$ cat src/rtl/alu_arbiter_if.sv
// Request/response handshakes and shared-ALU bus
// between two requesters, the arbiter and the ALU.
interface alu_arbiter_if #(
  parameter int DATA_W = 32,
  parameter int CTRL_W = 4
);
  logic              i_req0_valid;
  logic              i_req1_valid;
  logic              o_req0_ready;
  logic              o_req1_ready;
  logic [DATA_W-1:0] i_req0_a;
  logic [DATA_W-1:0] i_req1_a;
  logic [DATA_W-1:0] i_req0_b;
  logic [DATA_W-1:0] i_req1_b;
  logic [CTRL_W-1:0] i_req0_ctrl;
  logic [CTRL_W-1:0] i_req1_ctrl;
  logic [DATA_W-1:0] o_alu_a;
  logic [DATA_W-1:0] o_alu_b;
  logic [CTRL_W-1:0] o_alu_ctrl;
  logic [DATA_W-1:0] i_alu_result;
  logic              i_alu_zero;
  logic              o_rsp0_valid;
  logic              o_rsp1_valid;
  logic              i_rsp0_ready;
  logic              i_rsp1_ready;
  logic [DATA_W-1:0] o_rsp_result;
  logic              o_rsp_zero;
  logic              o_busy;

  modport slave (
    input  i_req0_valid, i_req1_valid,
    input  i_req0_a, i_req1_a,
    input  i_req0_b, i_req1_b,
    input  i_req0_ctrl, i_req1_ctrl,
    input  i_alu_result, i_alu_zero,
    input  i_rsp0_ready, i_rsp1_ready,
    output o_req0_ready, o_req1_ready,
    output o_alu_a, o_alu_b, o_alu_ctrl,
    output o_rsp0_valid, o_rsp1_valid,
    output o_rsp_result, o_rsp_zero,
    output o_busy
  );

  modport master (
    output i_req0_valid, i_req1_valid,
    output i_req0_a, i_req1_a,
    output i_req0_b, i_req1_b,
    output i_req0_ctrl, i_req1_ctrl,
    output i_alu_result, i_alu_zero,
    output i_rsp0_ready, i_rsp1_ready,
    input  o_req0_ready, o_req1_ready,
    input  o_alu_a, o_alu_b, o_alu_ctrl,
    input  o_rsp0_valid, o_rsp1_valid,
    input  o_rsp_result, o_rsp_zero,
    input  o_busy
  );
endinterface

$ cat src/rtl/alu_arbiter.sv
// Round-robin arbiter/sequencer sharing one combinational
// ALU between two requesters, one operation in flight.
module alu_arbiter #(
  parameter int DATA_W = 32,
  parameter int CTRL_W = 4
) (
  input  logic         i_clk,
  input  logic         i_rst_n,
  alu_arbiter_if.slave bus
);
  typedef enum logic [1:0] {
    IDLE,
    EXEC,
    RESP
  } state_t;

  state_t            r_state;
  logic              r_last_grant;
  logic              r_owner;
  logic [DATA_W-1:0] r_a;
  logic [DATA_W-1:0] r_b;
  logic [CTRL_W-1:0] r_ctrl;
  logic [DATA_W-1:0] r_result;
  logic              r_zero;
  logic              r_rsp0_valid;
  logic              r_rsp1_valid;

  logic              w_idle;
  logic              w_gnt0;
  logic              w_gnt1;
  logic              w_rsp_done;
  logic [DATA_W-1:0] w_a;
  logic [DATA_W-1:0] w_b;
  logic [CTRL_W-1:0] w_ctrl;

  assign w_idle = (r_state == IDLE);

  // Contention goes to whoever did not win last time.
  assign w_gnt0 = w_idle & bus.i_req0_valid
                & (~bus.i_req1_valid | r_last_grant);
  assign w_gnt1 = w_idle & bus.i_req1_valid
                & (~bus.i_req0_valid | ~r_last_grant);

  assign w_a    = w_gnt1 ? bus.i_req1_a    : bus.i_req0_a;
  assign w_b    = w_gnt1 ? bus.i_req1_b    : bus.i_req0_b;
  assign w_ctrl = w_gnt1 ? bus.i_req1_ctrl : bus.i_req0_ctrl;

  assign w_rsp_done = r_owner ? bus.i_rsp1_ready
                              : bus.i_rsp0_ready;

  always_ff @(posedge i_clk or negedge i_rst_n) begin
    if (!i_rst_n) begin
      r_state      <= IDLE;
      r_last_grant <= 1'b1;
      r_owner      <= 1'b0;
      r_a          <= '0;
      r_b          <= '0;
      r_ctrl       <= '0;
      r_result     <= '0;
      r_zero       <= 1'b0;
      r_rsp0_valid <= 1'b0;
      r_rsp1_valid <= 1'b0;
    end else begin
      unique case (r_state)
        IDLE: begin
          if (w_gnt0 | w_gnt1) begin
            r_a          <= w_a;
            r_b          <= w_b;
            r_ctrl       <= w_ctrl;
            r_owner      <= w_gnt1;
            r_last_grant <= w_gnt1;
            r_state      <= EXEC;
          end
        end
        EXEC: begin
          r_result     <= bus.i_alu_result;
          r_zero       <= bus.i_alu_zero;
          r_rsp0_valid <= ~r_owner;
          r_rsp1_valid <= r_owner;
          r_state      <= RESP;
        end
        RESP: begin
          if (w_rsp_done) begin
            r_rsp0_valid <= 1'b0;
            r_rsp1_valid <= 1'b0;
            r_state      <= IDLE;
          end
        end
        default: r_state <= IDLE;
      endcase
    end
  end

  assign bus.o_req0_ready = w_gnt0;
  assign bus.o_req1_ready = w_gnt1;
  assign bus.o_alu_a      = r_a;
  assign bus.o_alu_b      = r_b;
  assign bus.o_alu_ctrl   = r_ctrl;
  assign bus.o_rsp0_valid = r_rsp0_valid;
  assign bus.o_rsp1_valid = r_rsp1_valid;
  assign bus.o_rsp_result = r_result;
  assign bus.o_rsp_zero   = r_zero;
  assign bus.o_busy       = ~w_idle;
endmodule

$ cat src/flat_wrapper.sv
// flat-port wrapper written by rule: the top's interface ports become plain ports
module alu_arbiter_flat 
#(
  parameter int DATA_W = 32,
  parameter int CTRL_W = 4
)
  (i_clk, i_rst_n, bus_i_req0_valid, bus_i_req1_valid, bus_i_req0_a, bus_i_req1_a, bus_i_req0_b, bus_i_req1_b, bus_i_req0_ctrl, bus_i_req1_ctrl, bus_i_alu_result, bus_i_alu_zero, bus_i_rsp0_ready, bus_i_rsp1_ready, bus_o_req0_ready, bus_o_req1_ready, bus_o_alu_a, bus_o_alu_b, bus_o_alu_ctrl, bus_o_rsp0_valid, bus_o_rsp1_valid, bus_o_rsp_result, bus_o_rsp_zero, bus_o_busy);
  alu_arbiter_if #(.DATA_W(DATA_W), .CTRL_W(CTRL_W)) bus_i ();
  input  logic i_clk;
  input  logic i_rst_n;
  input wire logic [$bits(bus_i.i_req0_valid)-1:0] bus_i_req0_valid;
  input wire logic [$bits(bus_i.i_req1_valid)-1:0] bus_i_req1_valid;
  input wire logic [$bits(bus_i.i_req0_a)-1:0] bus_i_req0_a;
  input wire logic [$bits(bus_i.i_req1_a)-1:0] bus_i_req1_a;
  input wire logic [$bits(bus_i.i_req0_b)-1:0] bus_i_req0_b;
  input wire logic [$bits(bus_i.i_req1_b)-1:0] bus_i_req1_b;
  input wire logic [$bits(bus_i.i_req0_ctrl)-1:0] bus_i_req0_ctrl;
  input wire logic [$bits(bus_i.i_req1_ctrl)-1:0] bus_i_req1_ctrl;
  input wire logic [$bits(bus_i.i_alu_result)-1:0] bus_i_alu_result;
  input wire logic [$bits(bus_i.i_alu_zero)-1:0] bus_i_alu_zero;
  input wire logic [$bits(bus_i.i_rsp0_ready)-1:0] bus_i_rsp0_ready;
  input wire logic [$bits(bus_i.i_rsp1_ready)-1:0] bus_i_rsp1_ready;
  output wire logic [$bits(bus_i.o_req0_ready)-1:0] bus_o_req0_ready;
  output wire logic [$bits(bus_i.o_req1_ready)-1:0] bus_o_req1_ready;
  output wire logic [$bits(bus_i.o_alu_a)-1:0] bus_o_alu_a;
  output wire logic [$bits(bus_i.o_alu_b)-1:0] bus_o_alu_b;
  output wire logic [$bits(bus_i.o_alu_ctrl)-1:0] bus_o_alu_ctrl;
  output wire logic [$bits(bus_i.o_rsp0_valid)-1:0] bus_o_rsp0_valid;
  output wire logic [$bits(bus_i.o_rsp1_valid)-1:0] bus_o_rsp1_valid;
  output wire logic [$bits(bus_i.o_rsp_result)-1:0] bus_o_rsp_result;
  output wire logic [$bits(bus_i.o_rsp_zero)-1:0] bus_o_rsp_zero;
  output wire logic [$bits(bus_i.o_busy)-1:0] bus_o_busy;
  assign bus_i.i_req0_valid = bus_i_req0_valid;
  assign bus_i.i_req1_valid = bus_i_req1_valid;
  assign bus_i.i_req0_a = bus_i_req0_a;
  assign bus_i.i_req1_a = bus_i_req1_a;
  assign bus_i.i_req0_b = bus_i_req0_b;
  assign bus_i.i_req1_b = bus_i_req1_b;
  assign bus_i.i_req0_ctrl = bus_i_req0_ctrl;
  assign bus_i.i_req1_ctrl = bus_i_req1_ctrl;
  assign bus_i.i_alu_result = bus_i_alu_result;
  assign bus_i.i_alu_zero = bus_i_alu_zero;
  assign bus_i.i_rsp0_ready = bus_i_rsp0_ready;
  assign bus_i.i_rsp1_ready = bus_i_rsp1_ready;
  assign bus_o_req0_ready = bus_i.o_req0_ready;
  assign bus_o_req1_ready = bus_i.o_req1_ready;
  assign bus_o_alu_a = bus_i.o_alu_a;
  assign bus_o_alu_b = bus_i.o_alu_b;
  assign bus_o_alu_ctrl = bus_i.o_alu_ctrl;
  assign bus_o_rsp0_valid = bus_i.o_rsp0_valid;
  assign bus_o_rsp1_valid = bus_i.o_rsp1_valid;
  assign bus_o_rsp_result = bus_i.o_rsp_result;
  assign bus_o_rsp_zero = bus_i.o_rsp_zero;
  assign bus_o_busy = bus_i.o_busy;
  alu_arbiter #(.DATA_W(DATA_W), .CTRL_W(CTRL_W)) u_core (.i_clk(i_clk), .i_rst_n(i_rst_n), .bus(bus_i));
endmodule
$ cat config.mk
export PLATFORM = sky130hd
export DESIGN_NAME = alu_arbiter_flat
export DESIGN_NICKNAME = d
export VERILOG_FILES = /design/src/rtl/alu_arbiter_if.sv /design/src/rtl/alu_arbiter.sv /design/src/flat_wrapper.sv
export SDC_FILE = /design/constraint.sdc
export NUM_CORES = 1
export LEC_CHECK = 0
export CORE_ASPECT_RATIO = 0.5
export CORE_UTILIZATION = 35
export CTS_BUF_LIST = sky130_fd_sc_hd__clkbuf_4
export CTS_CLUSTER_SIZE = 28
export DETAILED_ROUTE_END_ITERATION = 8
export PLACE_DENSITY = 0.73
export SYNTH_ARGS = -nofsm -noshare
export SYNTH_HDL_FRONTEND = slang
export SYNTH_SLANG_ARGS = --single-unit
export TNS_END_PERCENT = 1
$ cat constraint.sdc
create_clock -name i_clk -period 2.5 [get_ports i_clk]
set_input_delay 0.25 -clock i_clk [delete_from_list [all_inputs] [get_ports i_clk]]
set_output_delay 0.25 -clock i_clk [all_outputs]
set_load 0.02 [all_outputs]
# [Yosys cells after proc, flatten, opt, wreduce, memory -nomap -nowiden]
# Cells that the tools add are included.
[word_totals] reg_bits=107 elab_cells=41
[classes] n_eq_ne=4 n_mux=10 bitwise=12 n_reduce_logical=5
[op_table] cell="2-to-1 mux 32 bit" n=2
[op_table] cell="case mux 2 bit (3 select lines)" n=1
[op_table] cell="AND reduction 2 bit" n=3
[op_table] cell="inverter 1 bit" n=5
[op_table] cell="AND 1 bit" n=4
[op_table] cell="2-to-1 mux 2 bit" n=2
[op_table] cell="2-to-1 mux 4 bit" n=1
[op_table] cell="case mux 1 bit (2 select lines)" n=2
[op_table] cell="bitwise OR 1 bit" n=3
[op_table] cell="== test 2 x 1 -> 1 bit (second input constant)" n=1
[op_table] cell="== test 2 bit (second input constant)" n=1
[op_table] cell="zero test 2 bit" n=1
[op_table] cell="2-to-1 mux 1 bit" n=2
[op_table] cell="inequality test 2 x 1 -> 1 bit (second input constant)" n=1
[op_table] cell="inequality test 2 bit (second input constant)" n=1
[op_table] cell="nonzero test 2 bit" n=1

# [Logic depth before layout (Yosys ltp)]
[logic_depth] ltp_word=6 mapped_depth=6 depth_no_buf=4

# [Least setup slack after synthesis]
# OpenSTA, ideal clock, no wires.
[synth_path] path_kind="reg2out" from="register u_core.r_last_grant" to="output bus_o_req0_ready" arrival_ns=1.426 required_ns=2.250 setup_slack_ns=0.824 stages_incl_launch_ff=5 path_cell_list="dfstp_2 > clkbuf_1 > clkbuf_1 > inv_1 > a21oi_1"
[synth_via] elab_chain_cells=2
[synth_rtl] element="start: declaration" line_no="alu_arbiter.sv:18" text="logic r_last_grant;"
[synth_rtl] element="start signal: assignment" line_no="alu_arbiter.sv:71" text="r_last_grant <= w_gnt1;"
[synth_rtl] element="bitwise OR 1 bit" line_no="alu_arbiter.sv:40" text="& (~bus.i_req1_valid | r_last_grant);"
[synth_rtl] element="AND 1 bit" line_no="alu_arbiter.sv:40"
[synth_rtl] element="end: declaration" line_no="flat_wrapper.sv:23" text="output wire logic [$bits(bus_i.o_req0_ready)-1:0] bus_o_req0_ready;"
# No other way between the ends.

# [Worst setup path after layout]
[layout_path] from="register u_core.r_state[0]" to="output bus_o_req0_ready"
[layout_via] elab_chain_cells=3
[layout_rtl] element="start: declaration" line_no="alu_arbiter.sv:17" text="state_t r_state;"
[layout_rtl] element="start signal: assignment" line_no="alu_arbiter.sv:53" text="r_state <= IDLE;"
[layout_rtl] element="start signal: assignment" line_no="alu_arbiter.sv:72" text="r_state <= EXEC;"
[layout_rtl] element="start signal: assignment" line_no="alu_arbiter.sv:80" text="r_state <= RESP;"
[layout_rtl] element="zero test 2 bit" line_no="alu_arbiter.sv:36" text="assign w_idle = (r_state == IDLE);"
[layout_rtl] element="AND 1 bit" line_no="alu_arbiter.sv:39" text="assign w_gnt0 = w_idle & bus.i_req0_valid"
[layout_rtl] element="AND 1 bit" line_no="alu_arbiter.sv:40"
# No other way between the ends.

==> run metrics <==
Synth Warn # 0; r2r startpoint u_core.r_state[0]$_DFFE_PN0P_; Setup Skew ~0.017 ns; IO Pins 281; Hold Path Origin bus_i_req0_valid; ANT cells 0; layout net count between 900 and 1000; CP required ~2.3 ns; Lkg Pwr between 3 and 4 nW; Synth Register Bits 107; antenna violations before repair 0; WL final 17700 um; CTS tree yes; post-synthesis instance total 569; # fillers between 1000 and 1500; Pwr per Cell Area around 1200 mW/mm2; final setup fails 0; Fmax 422 MHz; Die H between 80 and 90 um; Tightest Pin Transition about 1.3 ns; grt ovf 0; Pins Over Slew Limit 0; reg2reg setup slack approximately 0.71 ns; Bufs on Longest Clock Path 2; fin crit share 94.8%; number of cells on the worst hold path 3; htree depth 3; Wirelength per Cell ~17 um; commonest non-fill, non-tap cell in the layout clkdlybuf4s50_1; die width between 150 and 200 um; sw power 0.00423 W; vias in the first global route 5106; synthesis-to-finish area growth 59.0%; switch share between 40 and 50%; post-synthesis sequential area ratio 51.2%; unrepaired setup endpoints after global routing no; Worst Reg2Reg Path Length in Cells 5; clk slew on worst S/H paths around 0.17 ns; core area between 0.01 and 0.015 mm2; sequential share of power 31.7%; Routed Antenna Nets 0; Max Cap Violations 0; CP Launch Type register; syn_nets between 700 and 800; GRT Util Overall approximately 22%; run status finished, final reports clean; first-pass GRT wire length between 20000 and 30000 um; worst min-delay path class primary input to register; RR Endpoint u_core.bus.o_alu_a[25]$_DFFE_PN0P_; CTS Buf Count 9; via/cell ratio roughly 5.2; Combinational Power Share around 57%; WHS Endpoint u_core.bus.o_alu_b[26]$_DFFE_PN0P_; Initial Util a little over a third; placed wire-length estimate 11600 um; Avg Inst Size Synth around 9 um2; post-synthesis cell area between 0.005 and 0.006 mm2; Worst-Skew Late Latency 0.46 ns; top_reg_cell synth dfrtp_1; CP Capture Type output pin; footprint of the multi-input gates between 0.002 and 0.0025 mm2; via count 5291; crit-path max FO 8; RePlAce Congestion 0.798; Post-CTS Setup Repair Bufs 0; die area 0.0155 mm2; Worst EP arrival about 2.1 ns; Post-synth EDFFs 0; share of cells above drive strength 1 under 10%; most frequent cells in the layout clkdlybuf4s50_1, dfrtp_1, nand2_1; IO buf count 280; drt first pass iters 5; Crit. Startpoint u_core.r_state[0]$_DFFE_PN0P_; Root Buffer clkbuf_4; Hold WS between 0.2 and 0.25 ns; TNS Setup 0 ns; Num Clock Sinks about 110; CP Class register to output pin; register area 0.00268 mm2; largest net degree at the start of global routing 70; Iteration-0 DRC Markers approximately 260; Final Hold Vio Count 0; asr flop ratio synth 100%; DR DRC count 0; num rows 31; Max transition margin ~16%; cell internal pwr roughly 0.0054 W; Clock power frac between 10% and 20%; min Tclk post-route between 2 and 2.5 ns; distinct cell type count after synthesis 29; Worst VDD drop around 0.43 mV
## final cells by class
cell class | instances | area share (%)
Inverter | 73 | 3.29
Timing Repair Buffer | 293 | 35.1
Multi-Input combinational cell | 329 | 24.5
Sequential cell | 107 | 32.2
Clock inverter | 7 | 1.19
Tap cell | 198 | 2.98
Clock buffer | 9 | 0.812
## worst max-delay path: stages, from the launching register on
cell,delay (ns)
dfrtp_1,0.51
nor2_4,0.24
nand2_1,0.13
a21oi_1,0.16
clkdlybuf4s50_1,0.62
## state kept, by name, summed over array words and instances, names as in the netlist
signal,flops
u_core.bus.o_rsp_zero,1
u_core.r_state,2
u_core.bus.o_alu_a,32
u_core.bus.o_alu_b,32
u_core.bus.o_rsp0_valid,1
u_core.bus.o_alu_ctrl,4
u_core.bus.o_rsp1_valid,1
u_core.bus.o_rsp_result,32
u_core.r_last_grant,1
u_core.r_owner,1
## power by group through the flow
stage | Clock [W] | Sequential [W] | Combinational, W
floorplan | 0 | 0.00402 | 0.00204
global placement | 0 | 0.00306 | 0.00551
detailed placement | 0 | 0.00309 | 0.00558
CTS | 0.00107 | 0.00306 | 0.00558
global route | 0.00114 | 0.00318 | 0.00597
finish | 0.00104 | 0.00306 | 0.00555
## per-stage QoR
step           cells  instance area, um2  utilization (%)  worst slack (ns)  total power, W
3_5_place_dp     999                8150             56.0             0.272         0.00866
3_3_place_gp     999                8150             56.0             0.318         0.00857
2_1_floorplan    569                5230                -             0.824         0.00606
4_1_cts         1016                8320             57.2            0.0872         0.00971
5_1_grt         1016                8320             57.2            0.0384          0.0103
6_report        1016                8320             57.2             0.130         0.00966
## repair_timing
item | CTS | global route
gates resized for setup | 0 | 1
hold endpoints to repair | 43 | 0
hold buffers | 1 | 0
setup endpoints to repair | 0 | 1
## worst max-delay path by stage
| stage | to | depth (start not counted) |
|---|---|---|
| finish | bus_o_req0_ready | 4 |
| global route | bus_o_req0_ready | 4 |
| CTS | bus_o_req0_ready | 4 |
| detailed placement | u_core.bus.o_alu_a[24]$_DFFE_PN0P_ | 4 |
| global placement | u_core.bus.o_alu_a[28]$_DFFE_PN0P_ | 4 |
| floorplan | bus_o_req0_ready | 4 |
## metal layers
metal	routed length [um]	track usage [%]
met1	7380	28.1
met2	9050	39.4
met3	815	4.34
met4	459	7.43
met5	0	0
## cells by family after synthesis
group | after synthesis | share of synthesized area [%]
simple gates | 118 | 9.32
compound gates | 211 | 29.4
flops | 107 | 51.2
buf+inv | 133 | 10.1
## synth_stat cells, types with 2 or more instances
| cell type | instances | area share [%] |
|---|---|---|
| nand2b_1 | 2 | 0.24 |
| inv_1 | 71 | 5.1 |
| inv_2 | 2 | 0.14 |
| a21o_1 | 2 | 0.29 |
| nor2b_1 | 2 | 0.24 |
| dfrtp_1 | 106 | 51 |
| buf_2 | 12 | 1.1 |
| o21ai_0 | 65 | 6.2 |
| o2111ai_1 | 68 | 11 |
| buf_1 | 7 | 0.50 |
| a21oi_1 | 4 | 0.38 |
| o211ai_2 | 10 | 2.4 |
| o21ai_1 | 3 | 0.29 |
| clkbuf_1 | 38 | 2.7 |
| nand3b_1 | 3 | 0.43 |
| nand2_1 | 104 | 7.5 |
| o211ai_1 | 58 | 8.3 |
No activity file was read; power rests on OpenSTA's default activity.
